$ cat config.mk
export PLATFORM = sky130hd
export DESIGN_NAME = pixel_clock_tx
export DESIGN_NICKNAME = d
export VERILOG_FILES = /design/src/rtl/pixel_clock_tx.sv
export SDC_FILE = /design/constraint.sdc
export NUM_CORES = 1
export LEC_CHECK = 0
export CORE_MARGIN = 2
export CORE_UTILIZATION = 46
export CTS_CLUSTER_SIZE = 10
export DETAILED_ROUTE_END_ITERATION = 16
export GPL_ROUTABILITY_DRIVEN = 0
export PLACE_DENSITY_LB_ADDON = 0.12
export SLEW_MARGIN = 30
export SYNTH_ARGS = -nofsm -noshare
export SYNTH_HDL_FRONTEND = slang
export SYNTH_SLANG_ARGS = --single-unit
$ cat constraint.sdc
create_clock -name pixelClockX6_in -period 2.32 [get_ports pixelClockX6_in]
set_input_delay 0.464 -clock pixelClockX6_in [delete_from_list [all_inputs] [get_ports pixelClockX6_in]]
set_output_delay 0.464 -clock pixelClockX6_in [all_outputs]
set_load 0.01 [all_outputs]
$ cat src/rtl/pixel_clock_tx.sv
// Regenerates a 50% duty pixel clock and its data bus from the x6 system clock,
// phase-locked to the x1 reference pulse, with flywheel and lock detection.
module pixel_clock_tx #(
   parameter int DIV          = 6,
   parameter int DATA_WIDTH   = 12,
   parameter int RISE_PHASE   = 0,
   parameter int LOCK_COUNT   = 16,
   parameter int UNLOCK_COUNT = 4
) (
   input  logic                  pixelClockX6_in,
   input  logic                  reset_in,
   input  logic                  pixelClockX1_en,
   input  logic [DATA_WIDTH-1:0] pixelData_in,
   output logic                  pixelClock_out,
   output logic [DATA_WIDTH-1:0] pixelData_out,
   output logic                  locked_out
);

   localparam int PW = $clog2(DIV);
   localparam logic [PW-1:0] LAST_PH     = PW'(DIV - 1);
   localparam logic [PW-1:0] FALL_PH     = PW'((RISE_PHASE + DIV / 2) % DIV);
   localparam logic [PW:0]   REL_OFS     = (PW+1)'((DIV - RISE_PHASE) % DIV);
   localparam logic [PW:0]   DIV_W       = (PW+1)'(DIV);
   localparam logic [PW:0]   HALF_W      = (PW+1)'(DIV / 2);
   localparam logic [7:0]    LOCK_LAST   = 8'(LOCK_COUNT - 1);
   localparam logic [7:0]    UNLOCK_LAST = 8'(UNLOCK_COUNT - 1);

   typedef enum logic [1:0] {SEARCH, TRACK, LOCKED} state_t;

   state_t                state_q, state_d;
   logic [PW-1:0]         phase_q, phase_d;
   logic [7:0]            good_cnt_q, good_cnt_d;
   logic [7:0]            bad_cnt_q, bad_cnt_d;
   logic [DATA_WIDTH-1:0] hold_q, hold_d;
   logic [DATA_WIDTH-1:0] data_q, data_d;
   logic                  clk_q, clk_d;
   logic                  locked_q, locked_d;

   logic          phase_at0, good_pulse, bad_event, realign;
   logic [PW-1:0] eff_phase;
   logic [PW:0]   rel_phase;

   always_comb begin
      phase_at0  = (phase_q == '0);
      good_pulse = pixelClockX1_en && phase_at0;
      // misplaced pulse or missing phase-0 pulse; never both on one cycle
      bad_event  = pixelClockX1_en ^ phase_at0;
      state_d    = state_q;
      good_cnt_d = good_cnt_q;
      bad_cnt_d  = bad_cnt_q;
      realign    = 1'b0;

      case (state_q)
         SEARCH: begin
            if (pixelClockX1_en) begin
               realign    = 1'b1;
               good_cnt_d = '0;
               state_d    = TRACK;
            end
         end
         TRACK: begin
            if (good_pulse) begin
               if (good_cnt_q == LOCK_LAST) begin
                  state_d    = LOCKED;
                  good_cnt_d = '0;
                  bad_cnt_d  = '0;
               end else begin
                  good_cnt_d = good_cnt_q + 8'd1;
               end
            end else if (pixelClockX1_en) begin
               realign    = 1'b1;
               good_cnt_d = '0;
            end else if (phase_at0) begin
               good_cnt_d = '0;
            end
         end
         LOCKED: begin
            if (good_pulse) begin
               bad_cnt_d = '0;
            end else if (bad_event) begin
               if (bad_cnt_q == UNLOCK_LAST) begin
                  state_d    = SEARCH;
                  good_cnt_d = '0;
                  bad_cnt_d  = '0;
               end else begin
                  bad_cnt_d = bad_cnt_q + 8'd1;
               end
            end
         end
         default: state_d = SEARCH;
      endcase

      // A realigning pulse cycle is treated as phase 0 for everything downstream.
      eff_phase = realign ? '0 : phase_q;
      phase_d   = realign ? PW'(1) : ((phase_q == LAST_PH) ? '0 : phase_q + 1'b1);

      rel_phase = {1'b0, eff_phase} + REL_OFS;
      if (rel_phase >= DIV_W) rel_phase = rel_phase - DIV_W;

      // Gating on the next state kills the clock on the same edge as lock loss.
      clk_d  = (state_d != SEARCH) && (rel_phase < HALF_W);
      hold_d = hold_q;
      data_d = data_q;
      if (state_d == SEARCH) begin
         hold_d = '0;
         data_d = '0;
      end else begin
         if (eff_phase == '0)     hold_d = pixelData_in;
         if (eff_phase == FALL_PH) data_d = hold_q;
      end
      locked_d = (state_d == LOCKED);
   end

   always_ff @(posedge pixelClockX6_in or posedge reset_in) begin
      if (reset_in) begin
         state_q    <= SEARCH;
         phase_q    <= '0;
         good_cnt_q <= '0;
         bad_cnt_q  <= '0;
         hold_q     <= '0;
         data_q     <= '0;
         clk_q      <= 1'b0;
         locked_q   <= 1'b0;
      end else begin
         state_q    <= state_d;
         phase_q    <= phase_d;
         good_cnt_q <= good_cnt_d;
         bad_cnt_q  <= bad_cnt_d;
         hold_q     <= hold_d;
         data_q     <= data_d;
         clk_q      <= clk_d;
         locked_q   <= locked_d;
      end
   end

   assign pixelClock_out = clk_q;
   assign pixelData_out  = data_q;
   assign locked_out     = locked_q;

endmodule
==> impl_results.md <==
- Post-synth top flop: dfrtp_1
- Post-cts sizing count: 0
- Final ANT Viol Nets: 0
- Worst rel slew slack: 71.24%
- CP Launch Type: flop
- Period utilization: 91.96%
- Fin. Hold Viols: 0
- HPWL Detailed: 3044 um
- Status: finished, final reports clean
- First-pass DRT Iterations: 6
- Pwr Total: 2.814 mW
- Post-CTS setup buffers: 0
- Final Slew Violations: 0
- Max H-tree Level: 2
- CTS sink count: 47
- Placed cell areas: 2760 sq um
- Row cnt: 25
- Core footprint: 4755 sq um
- Number of global-route vias before repair: 1,561
- Post-CTS Hold Buffers: 0
- Total CTS buffers: 5
- Share of layout cells above drive strength 1: 13.89%
- Peak supply drop: 0.0006342 V
- Setup Skew: 0.006797 ns
- Yosys cell types: 42
- Final Hold Slack: 0.4500 ns
- Seq cells post-synth: 47
- Final setup viols: 0
- Post-Syn Area per Cell: 10.99 sq um
- Crit end category: flop
- Number of remaining DRC errors: 0
- DR iter-0 viols: 50
- Placed Cells: 312
- Clk slew on worst S/H paths: 0.09 ns
- PortBufs: 28
- Pwr/cell area: 989.9 nW/um^2
- Largest cells by area after synthesis: dfrtp_1 51%, mux2i_1 11%, nor2_1 6.1%
- Commonest cells after routing, fill and taps aside: 47 x dfrtp_1, 37 x nor2_1, 28 x clkdlybuf4s50_1, 25 x mux2i_1, 12 x buf_4
- Type of the most critical hold path: in -> async
- Fin area: 2843 sq um
- Post-Place Setup Slack: 0.006221 ns
- Vias: 1,635
- Die area: 5550 sq um
- Max Buffers Root-to-Sink: 2
- Worst Tran Pin Value: 0.4281 ns
- Fin util: 59.79%
- CP Max Fanout: 5
- CTS tree: yes
- Critical path data arrival time: 2.32 ns
- Vias per inst: 5.125
- Grt total ovfl: 0
- Min Tclk post-route: 2.134 ns
- Area grow syn2layout: 24.36%
- Horiz. Die Dim: 74.50 um
- Die Span Y: 74.50 um
- Final Non-Filler Cells: 319
- Clk_lat worst skew: 0.29 ns
- Final worst setup slack: 0.1865 ns
- GRT Overall Usage: 16.63%
- Post-synth top area cell: dfrtp_1
- RSZ-0062 raised after global routing: no
- Async SR Flop Fraction: 100.0%
- Mapped Nets: 228
- Setup tns final: 0 ns
- Ys Warns: 0
- IO Pins: 29
- Nets: 272
- Most common library cell in the layout ignoring fill and taps: dfrtp_1
- Post-synth top area share: 51.45%
- Pin count of the biggest net entering global routing: 26
- Ant diodes: 0
- Max cap viols: 0
- Seq/Total Area, Yosys: 51.45%
- Achievable Freq: 0.4687 GHz
- CTS root buf: clkbuf_8
- Antenna violations before repair: 0
- Routed WL: 4188 um
- Cell count after synthesis: 208
- CP required: 2.50 ns
- Fillers: 407
- DR WL/cell: 13.13 um
- Origin of the critical flop-to-flop path: phase_q[2]
- First-pass GRT wire length: 7086 um
- Syn Std Cell Area: 2286 sq um
- Pleak: 1.370 nW
- EDFF count, synth: 0
- Crit path from: phase_q[2]
- Kind of critical path: reg -> reg
- Starting Density: 48.08%
## critical path, cell delays in order (launching register included)
cell	delay [ns]
dfrtp_1	0.43
or3_1	0.40
inv_1	0.06
ha_1	0.15
nand3b_1	0.17
o32ai_4	0.32
buf_4	0.17
mux2_2	0.32
## routing by layer
| layer | vias up | routed length [um] | global-route usage (%) |
|---|---|---|---|
| met4 | 0 | 12 | 4.167 |
| li1 | 825 | - | - |
| met1 | 783 | 2067 | 23.81 |
| met3 | 2 | 132 | 4.607 |
| met5 | - | 0 | 0 |
| met2 | 25 | 1976 | 25.17 |
## final timing paths
path / to / slack, ns / cells past startpoint
min in group pixelClockX6_in: phase_q[0] / 0.49 / 1
max in group asynchronous: good_cnt_q[1] / 1.36 / 3
worst min register to register: phase_q[0] / 0.49 / 1
worst max-delay path: bad_cnt_q[0] / 0.19 / 7
worst max register to register: bad_cnt_q[0] / 0.19 / 7
worst min-delay path: pixelData_out[8] / 0.45 / 2
## Yosys cell counts (all sizes together), types with 2 or more instances
cell / instances
and2: 2
nor2b: 3
buf: 6
nand3: 5
a21oi: 6
or3: 2
nor3: 6
nor2: 37
nand3b: 3
nand4b: 2
and3: 3
a211o: 2
nand2: 6
mux2: 2
nand4: 2
o21ai: 11
mux2i: 25
dfrtp: 47
ha: 5
inv: 7
a22o: 11
## cell type report
type,count,area [sq um],share of cell area (%)
Clock inverter,2,13.76,0.4842
Inverter,7,26.28,0.9243
Clock buffer,5,68.82,2.421
Timing Repair Buffer,43,430.4,15.14
Multi-Input combinational cell,148,1044,36.71
Tap cell,67,83.83,2.949
Sequential cell,47,1176,41.37
## sequential cells by signal, summed over array words and instances (netlist names)
register / flops
bad_cnt_q: 8
good_cnt_q: 8
pixelData_out: 12
phase_q: 3
hold_q: 12
pixelClock_out: 1
locked_out: 1
state_q: 2
## where the power goes
group          total, mW  internal (mW)  switching (mW)
sequential          1.24           1.09           0.155
combinational       1.10          0.609           0.495
clock              0.469          0.206           0.263
## cells by family after synthesis
family	Yosys count	share of synthesized area [%]
simple gates	77	17.41
flops	47	51.45
compound gates	37	12.81
mux	27	11.93
buf+inv	13	2.901
fa+ha+maj	5	2.737
xor+xnor	2	0.7664
Power figures use the tool's default switching activity.
